**config.mk**
```make
export PLATFORM = sky130hd
export DESIGN_NAME = wb_write_buffer_flat
export DESIGN_NICKNAME = d
export VERILOG_FILES = /design/src/rtl/wb_write_buffer_if.sv /design/src/rtl/wb_write_buffer.sv /design/src/flat_wrapper.sv
export SDC_FILE = /design/constraint.sdc
export NUM_CORES = 1
export LEC_CHECK = 0
export ABC_AREA = 0
export CORE_MARGIN = 8
export CORE_UTILIZATION = 42
export DETAILED_ROUTE_END_ITERATION = 8
export PLACE_DENSITY = 0.72
export SETUP_SLACK_MARGIN = 0.15
export SYNTH_ARGS = -nofsm -noshare
export SYNTH_HDL_FRONTEND = slang
export SYNTH_SLANG_ARGS = --single-unit
```
**constraint.sdc**
```tcl
create_clock -name clk -period 3.4 [get_ports clk]
set_input_delay 0.51 -clock clk [delete_from_list [all_inputs] [get_ports clk]]
set_output_delay 0.51 -clock clk [all_outputs]
set_load 0.03 [all_outputs]
```
**src/rtl/wb_write_buffer_if.sv**
```systemverilog
// Wishbone line-transfer bundle shared by the upstream (arbiter) and
// downstream (L2) sides of the posted-write buffer.
interface wb_write_buffer_if #(
  parameter int ADDR_W = 12,
  parameter int DATA_W = 128
);
  localparam int SEL_W = DATA_W / 8;

  logic              cyc;
  logic              stb;
  logic              we;
  logic [ADDR_W-1:0] adr;
  logic [SEL_W-1:0]  sel;
  logic [DATA_W-1:0] dat_m;
  logic [DATA_W-1:0] dat_s;
  logic              ack;
  logic              rty;

  modport master (
    output cyc, stb, we, adr, sel, dat_m,
    input  dat_s, ack, rty
  );

  modport slave (
    input  cyc, stb, we, adr, sel, dat_m,
    output dat_s, ack, rty
  );
endinterface

```
**src/rtl/wb_write_buffer.sv**
```systemverilog
// Posted-write line buffer between the L2 arbiter and the L2 cache.
// Writes are acknowledged once buffered (merging byte-wise into a pending
// entry for the same line), then drained to L2 in FIFO order. Reads to a
// buffered line wait until that line has drained.
module wb_write_buffer #(
  parameter int DEPTH  = 4,
  parameter int ADDR_W = 12,
  parameter int DATA_W = 128
) (
  input  logic              clk,
  input  logic              rst_n,
  wb_write_buffer_if.slave  s,
  wb_write_buffer_if.master m,
  output logic              empty
);
  localparam int SEL_W = DATA_W / 8;
  localparam int PTR_W = $clog2(DEPTH);

  typedef enum logic [1:0] {IDLE, DRAIN, READ} state_t;

  state_t            state_q, state_d;
  logic [DEPTH-1:0]  valid_q;
  logic [ADDR_W-1:0] adr_q  [DEPTH];
  logic [SEL_W-1:0]  sel_q  [DEPTH];
  logic [DATA_W-1:0] data_q [DEPTH];
  logic [PTR_W-1:0]  head_q, tail_q;
  logic [PTR_W:0]    count_q, count_d;
  logic              ack_q, rty_q, empty_q;
  logic [DATA_W-1:0] rdata_q;

  logic              req, wr_req, rd_req, full;
  logic [DEPTH-1:0]  match;
  logic              merge_hit;
  logic [PTR_W-1:0]  merge_idx;
  logic              do_merge, do_alloc, drain_ack, read_ack, read_rty;

  // Request qualification and address match against the registered entries.
  // NOTE: every always_comb output gets a default first so no path can leave
  // it unassigned and infer a latch.
  always_comb begin
    req       = s.cyc & s.stb & ~ack_q & ~rty_q;
    wr_req    = req & s.we;
    rd_req    = req & ~s.we;
    full      = (count_q == (PTR_W+1)'(DEPTH));
    match     = '0;
    merge_hit = 1'b0;
    merge_idx = '0;
    for (int i = 0; i < DEPTH; i++) begin
      match[i] = valid_q[i] && (adr_q[i] == s.adr);
      // The head being driven to L2 must stay stable, so it is not mergeable.
      if (match[i] && !(state_q == DRAIN && PTR_W'(i) == head_q)) begin
        merge_hit = 1'b1;
        merge_idx = PTR_W'(i);
      end
    end
    do_merge  = wr_req & merge_hit;
    do_alloc  = wr_req & ~merge_hit & ~full;
    drain_ack = (state_q == DRAIN) & m.ack;
    read_ack  = (state_q == READ) & m.ack;
    read_rty  = (state_q == READ) & m.rty & ~m.ack;
    count_d   = count_q + (PTR_W+1)'(do_alloc) - (PTR_W+1)'(drain_ack);
  end

  // Downstream FSM: next state and L2 request signals.
  always_comb begin
    state_d = state_q;
    m.cyc   = 1'b0;
    m.stb   = 1'b0;
    m.we    = 1'b0;
    m.adr   = '0;
    m.sel   = '0;
    m.dat_m = '0;
    unique case (state_q)
      IDLE: begin
        if (rd_req && match == '0) state_d = READ;
        else if (count_q != '0)    state_d = DRAIN;
      end
      DRAIN: begin
        m.cyc   = 1'b1;
        m.stb   = 1'b1;
        m.we    = 1'b1;
        m.adr   = adr_q[head_q];
        m.sel   = sel_q[head_q];
        m.dat_m = data_q[head_q];
        // A retry returns through IDLE, dropping cyc/stb for one cycle.
        if (m.ack || m.rty) state_d = IDLE;
      end
      READ: begin
        m.cyc = 1'b1;
        m.stb = 1'b1;
        m.adr = s.adr;
        m.sel = s.sel;
        if (m.ack || m.rty) state_d = IDLE;
      end
      default: state_d = IDLE;
    endcase
  end

  // Control state: FSM, pointers, valid bits and upstream responses.
  // NOTE: sequential state uses non-blocking assignments so every flop
  // samples the values from the start of the cycle.
  always_ff @(posedge clk or negedge rst_n) begin
    if (!rst_n) begin
      state_q <= IDLE;
      valid_q <= '0;
      head_q  <= '0;
      tail_q  <= '0;
      count_q <= '0;
      ack_q   <= 1'b0;
      rty_q   <= 1'b0;
      rdata_q <= '0;
      empty_q <= 1'b1;
    end else begin
      state_q <= state_d;
      count_q <= count_d;
      empty_q <= (count_d == '0);
      ack_q   <= do_merge | do_alloc | read_ack;
      rty_q   <= read_rty;
      if (read_ack) rdata_q <= m.dat_s;
      if (do_alloc) begin
        valid_q[tail_q] <= 1'b1;
        tail_q          <= tail_q + 1'b1;
      end
      if (drain_ack) begin
        valid_q[head_q] <= 1'b0;
        head_q          <= head_q + 1'b1;
      end
    end
  end

  // Entry payload: allocate at the tail or merge selected bytes into a match.
  // NOTE: payload storage has no reset; valid_q alone decides whether an
  // entry's contents mean anything.
  always_ff @(posedge clk) begin
    if (do_alloc) begin
      adr_q[tail_q]  <= s.adr;
      sel_q[tail_q]  <= s.sel;
      data_q[tail_q] <= s.dat_m;
    end else if (do_merge) begin
      sel_q[merge_idx] <= sel_q[merge_idx] | s.sel;
      for (int b = 0; b < SEL_W; b++) begin
        if (s.sel[b]) data_q[merge_idx][8*b +: 8] <= s.dat_m[8*b +: 8];
      end
    end
  end

  assign s.ack   = ack_q;
  assign s.rty   = rty_q;
  assign s.dat_s = rdata_q;
  assign empty   = empty_q;
endmodule

```
**src/flat_wrapper.sv**
```systemverilog
// flat-port wrapper written by rule: the top's interface ports become plain ports
module wb_write_buffer_flat 
#(
  parameter int DEPTH  = 4,
  parameter int ADDR_W = 12,
  parameter int DATA_W = 128
)
  (clk, rst_n, empty, s_cyc, s_stb, s_we, s_adr, s_sel, s_dat_m, s_dat_s, s_ack, s_rty, m_cyc, m_stb, m_we, m_adr, m_sel, m_dat_m, m_dat_s, m_ack, m_rty);
  wb_write_buffer_if #(.ADDR_W(ADDR_W), .DATA_W(DATA_W)) s_i ();
  wb_write_buffer_if #(.ADDR_W(ADDR_W), .DATA_W(DATA_W)) m_i ();
  input  logic clk;
  input  logic rst_n;
  output logic empty;
  input wire logic [$bits(s_i.cyc)-1:0] s_cyc;
  input wire logic [$bits(s_i.stb)-1:0] s_stb;
  input wire logic [$bits(s_i.we)-1:0] s_we;
  input wire logic [$bits(s_i.adr)-1:0] s_adr;
  input wire logic [$bits(s_i.sel)-1:0] s_sel;
  input wire logic [$bits(s_i.dat_m)-1:0] s_dat_m;
  output wire logic [$bits(s_i.dat_s)-1:0] s_dat_s;
  output wire logic [$bits(s_i.ack)-1:0] s_ack;
  output wire logic [$bits(s_i.rty)-1:0] s_rty;
  output wire logic [$bits(m_i.cyc)-1:0] m_cyc;
  output wire logic [$bits(m_i.stb)-1:0] m_stb;
  output wire logic [$bits(m_i.we)-1:0] m_we;
  output wire logic [$bits(m_i.adr)-1:0] m_adr;
  output wire logic [$bits(m_i.sel)-1:0] m_sel;
  output wire logic [$bits(m_i.dat_m)-1:0] m_dat_m;
  input wire logic [$bits(m_i.dat_s)-1:0] m_dat_s;
  input wire logic [$bits(m_i.ack)-1:0] m_ack;
  input wire logic [$bits(m_i.rty)-1:0] m_rty;
  assign s_i.cyc = s_cyc;
  assign s_i.stb = s_stb;
  assign s_i.we = s_we;
  assign s_i.adr = s_adr;
  assign s_i.sel = s_sel;
  assign s_i.dat_m = s_dat_m;
  assign s_dat_s = s_i.dat_s;
  assign s_ack = s_i.ack;
  assign s_rty = s_i.rty;
  assign m_cyc = m_i.cyc;
  assign m_stb = m_i.stb;
  assign m_we = m_i.we;
  assign m_adr = m_i.adr;
  assign m_sel = m_i.sel;
  assign m_dat_m = m_i.dat_m;
  assign m_i.dat_s = m_dat_s;
  assign m_i.ack = m_ack;
  assign m_i.rty = m_rty;
  wb_write_buffer #(.DEPTH(DEPTH), .ADDR_W(ADDR_W), .DATA_W(DATA_W)) u_core (.clk(clk), .rst_n(rst_n), .s(s_i), .m(m_i), .empty(empty));
endmodule
```
==> flow_metrics.py <==
metrics = {
    "timing": {
        "fin_skew_ps": 18.1,
        "fmax_ghz": 0.311,
        "period_needed_ps": 3210,
        "setup_viol": 0,
        "setup_tns_ps": 0,
        "slew_headroom_pct": 64.2,
        "rsz0062_at_grt": "yes",
        "fin_crit_sh_pct": 94.5,
        "worst_pin_slew_ps": 535,
        "finalHoldViolations": 0,
        "hold_ws_ps": 245,
        "slew_violations": 0,
    },
    "critical_path": {
        "critPathBufInv": 2,
        "cp.arrival_ps": 3540,
        "slowest_stage": "or4_4",
        "slowest_delay_ps": 590,
        "crit_family": "simple AND/OR/NAND/NOR gates",
        "crit_required_ps": 3730,
        "path_max_fanout": 8,
        "path_cells": "xnor2_1, nand3_1, or4_4, a21oi_2, nor2_4, a21oi_4, mux2_4, buf_12, nor2_1, buf_6",
        "crit_type": "reg -> reg",
        "worst_setup_path_start_kind": "flop",
        "critPathCaptureType": "flop",
    },
    "route": {
        "ant_nets": 0,
        "wl_mm": 87.9,
        "num_vias": 18100,
        "drt_pass1_iterations": 5,
        "drc": 0,
        "wl_per_cell_um": 25.4,
        "initialDrtViolationCount": 1154,
        "vias_per_cell": 5.25,
    },
    "floorplanning": {
        "fp-row-count": 99,
        "core_area_mm2": 0.0731,
        "dieArea_mm2": 0.0829,
        "initial_utilization_pct": 42.5,
        "die-width_um": 288,
        "die_h_um": 288,
        "io_pins": 581,
    },
    "finish": {
        "multi_input_area_mm2": 0.00848,
        "fillCellCount": 5501,
        "mostFrequentLayoutCell": "edfxtp_1",
        "drive_gt1_share_pct": 28.5,
        "register_area_mm2": 0.0224,
        "stdcell_area_mm2": 0.0428,
        "nets": 2721,
        "mostFrequentLayoutCells": "edfxtp_1 (624), clkdlybuf4s50_1 (412), mux4_2 (156), dlygate4sd2_1 (145), dfrtp_1 (141)",
        "utilization_pct": 58.6,
        "areaGrowthSynthToFinish_pct": 37.9,
    },
    "min_path": {
        "hp-class": "in -> reg",
    },
    "synth": {
        "synth_simple_gate_area_share_pct": 5.13,
        "synthCells": 1660,
        "synth_top_family_by_area": "multiplexers",
        "ys_seq_area_share_pct": 72.0,
        "yosysWarnings": 0,
        "synth_fa_ha_area_share_pct": 0.588,
        "synthMuxAreaShare_pct": 16.7,
        "synth_area_per_cell_um2": 18.7,
        "synth_compound_area_share_pct": 2.64,
        "syn-cell-area_mm2": 0.0310,
        "synth-xor-area-share_pct": 1.47,
        "ys_ff_latch": 768,
        "syn_nets": 1965,
        "ys_types": 43,
    },
    "global_routing": {
        "grt.overflow.total": 0,
        "grt_pass1_vias": 19900,
        "grt_pass1_wl_mm": 127,
        "grt_max_degree": 52,
        "grt_usage_pct": 20.6,
        "antenna_found_initial": 20,
    },
    "power_and_ir_drop": {
        "pwr-share-clk_pct": 25.3,
        "switchingPower_mw": 12.4,
        "switching_share_pct": 35.0,
        "power_frac_seq_pct": 33.7,
        "pwr-share-comb_pct": 41.0,
        "p_leak_nw": 15.8,
        "vdd_drop_max_v": 0.000603,
        "power_density_mw_per_mm2": 831,
        "intPower_mw": 23.1,
    },
    "clock_network": {
        "cts_inserted_buffers": 81,
        "cts_tree": "yes",
        "clock-root-buffer": "clkbuf_16",
        "htreeDepth": 3,
        "cts_sinks": 768,
        "cts.clk_slew.worst_paths_ps": 60,
        "clock_latency_ps": 630,
        "clk_path_buf_depth": 3,
    },
    "placement": {
        "gp_congestion": 0.840,
        "dpl_cell_area_mm2": 0.0394,
        "dp_hpwl_mm": 61.6,
        "port_buffers": 580,
    },
    "flow_run": {
        "maxCapViolations": 0,
    },
    "status": {
        "status": "finished, final reports clean",
    },
}
cell usage after synthesis:
cell type | number | area [um^2]
or4_4 | 2 | 22.5
or3_1 | 1 | 6.26
mux2i_2 | 1 | 13.8
nor4_1 | 6 | 37.5
fa_1 | 1 | 20.0
ha_1 | 13 | 163
a21oi_4 | 1 | 16.3
buf_1 | 23 | 86.3
and3_1 | 1 | 6.26
nor4_2 | 1 | 12.5
a21oi_2 | 16 | 140
xnor2_1 | 52 | 455
and4_1 | 2 | 17.5
dfrtp_1 | 143 | 3580
inv_1 | 13 | 48.8
a2bb2oi_1 | 4 | 35.0
buf_4 | 6 | 45.0
o21ai_0 | 6 | 30.0
nand4_1 | 10 | 62.6
o22ai_2 | 1 | 12.5
mux2i_1 | 17 | 170
nand2_1 | 24 | 90.1
o21a_1 | 1 | 7.51
a21boi_0 | 1 | 7.51
a22oi_1 | 29 | 218
mux2_2 | 131 | 1480
nor2_1 | 73 | 274
nand3_1 | 6 | 30.0
nor4b_1 | 1 | 8.76
and2_1 | 134 | 838
nor2b_1 | 28 | 175
nor2_2 | 1 | 6.26
a21o_1 | 17 | 128
a21oi_1 | 20 | 100
nor3_1 | 1 | 5.00
clkbuf_1 | 56 | 210
edfxtp_1 | 624 | 18700
o22ai_1 | 16 | 100
buf_2 | 18 | 90.1
dfstp_2 | 1 | 26.3
a21boi_4 | 1 | 18.8
mux4_2 | 156 | 3510
o31ai_1 | 1 | 7.51
power groups by stage:
stage / registers [mW] / clock network [mW] / logic (mW)
6_report: 12.0 / 8.99 / 14.6
5_1_grt: 12.1 / 9.55 / 15.4
4_1_cts: 12.0 / 9.18 / 14.6
3_5_place_dp: 12.2 / 0 / 14.4
3_3_place_gp: 12.1 / 0 / 14.3
2_1_floorplan: 13.5 / 0 / 6.82
kinds of logic after synthesis:
kind of cell	after synthesis
flip-flops	768
multiplexers	305
AND/OR/NAND/NOR	291
adder cells (fa/ha/maj)	14
buffers and inverters	116
XOR/XNOR	52
AO/OA/AOI/OAI	114
final timing paths:
check	start	end	slack [ps]	cells after the start
setup / recovery	u_core.adr_q[2][10]	u_core.data_q[3][2]	190	10
hold / removal	s_adr[0]	u_core.adr_q[3][0]	250	1
setup reg to reg	u_core.adr_q[2][10]	u_core.data_q[3][2]	190	10
hold reg to reg	u_core.s.dat_s[109]	u_core.s.dat_s[109]	500	1
max in group asynchronous	rst_n	u_core.empty	2240	3
min in group asynchronous	rst_n	u_core.s.dat_s[68]	360	2
per-layer routing:
layer  GRT usage (%)  up-vias  wire (um)
met5               0        -         27
met4            7.42        4       2370
met3            6.69      117       7730
met2            35.2      763      45100
met1            24.2     9260      32700
li1                -     8002          -
worst reg2reg max path: stages, from the launching register on:
cell and delay [ps]:
edfxtp_1 420, xnor2_1 290, nand3_1 110, or4_4 590, a21oi_2 230, nor2_4 90
a21oi_4 230, mux2_4 430, buf_12 180, nor2_1 160, buf_6 180
through the flow:
stage,setup WS (ps),instances,power (mW)
finish,188,3459,35.6
global route,112,3452,37.0
CTS,54.6,3423,35.7
detailed placement,-742,3256,26.7
global placement,-667,3256,26.5
floorplan,169,1660,20.3
timing repair:
item / in CTS / in global routing
cloned: 5 / 4
endpoints found under the hold margin: 40 / 0
pin swaps: 0 / 9
endpoints found under the setup margin: 610 / 580
setup buffers: 9 / 17
resized for setup: 189 / 44
hold buffers: 1 / 0
flip-flops by register name, summed over array words and instances (netlist names), 2 cells and up:
register        flops
u_core.data_q     512
u_core.s.dat_s    128
u_core.sel_q       64
u_core.adr_q       48
u_core.valid_q      4
u_core.count_q      3
u_core.head_q       2
u_core.state_q      2
u_core.tail_q       2
area by class of cell:
class / instances / area share (%)
Sequential cell: 768 / 52.2
Clock buffer: 101 / 5.03
Inverter: 13 / 0.114
Multi-Input combinational cell: 776 / 19.8
Clock inverter: 51 / 1.38
Tap cell: 959 / 2.80
Timing Repair Buffer: 776 / 18.6
Antenna cell: 15 / 0.0877
Note: power is estimated with default switching activity, not from simulation.
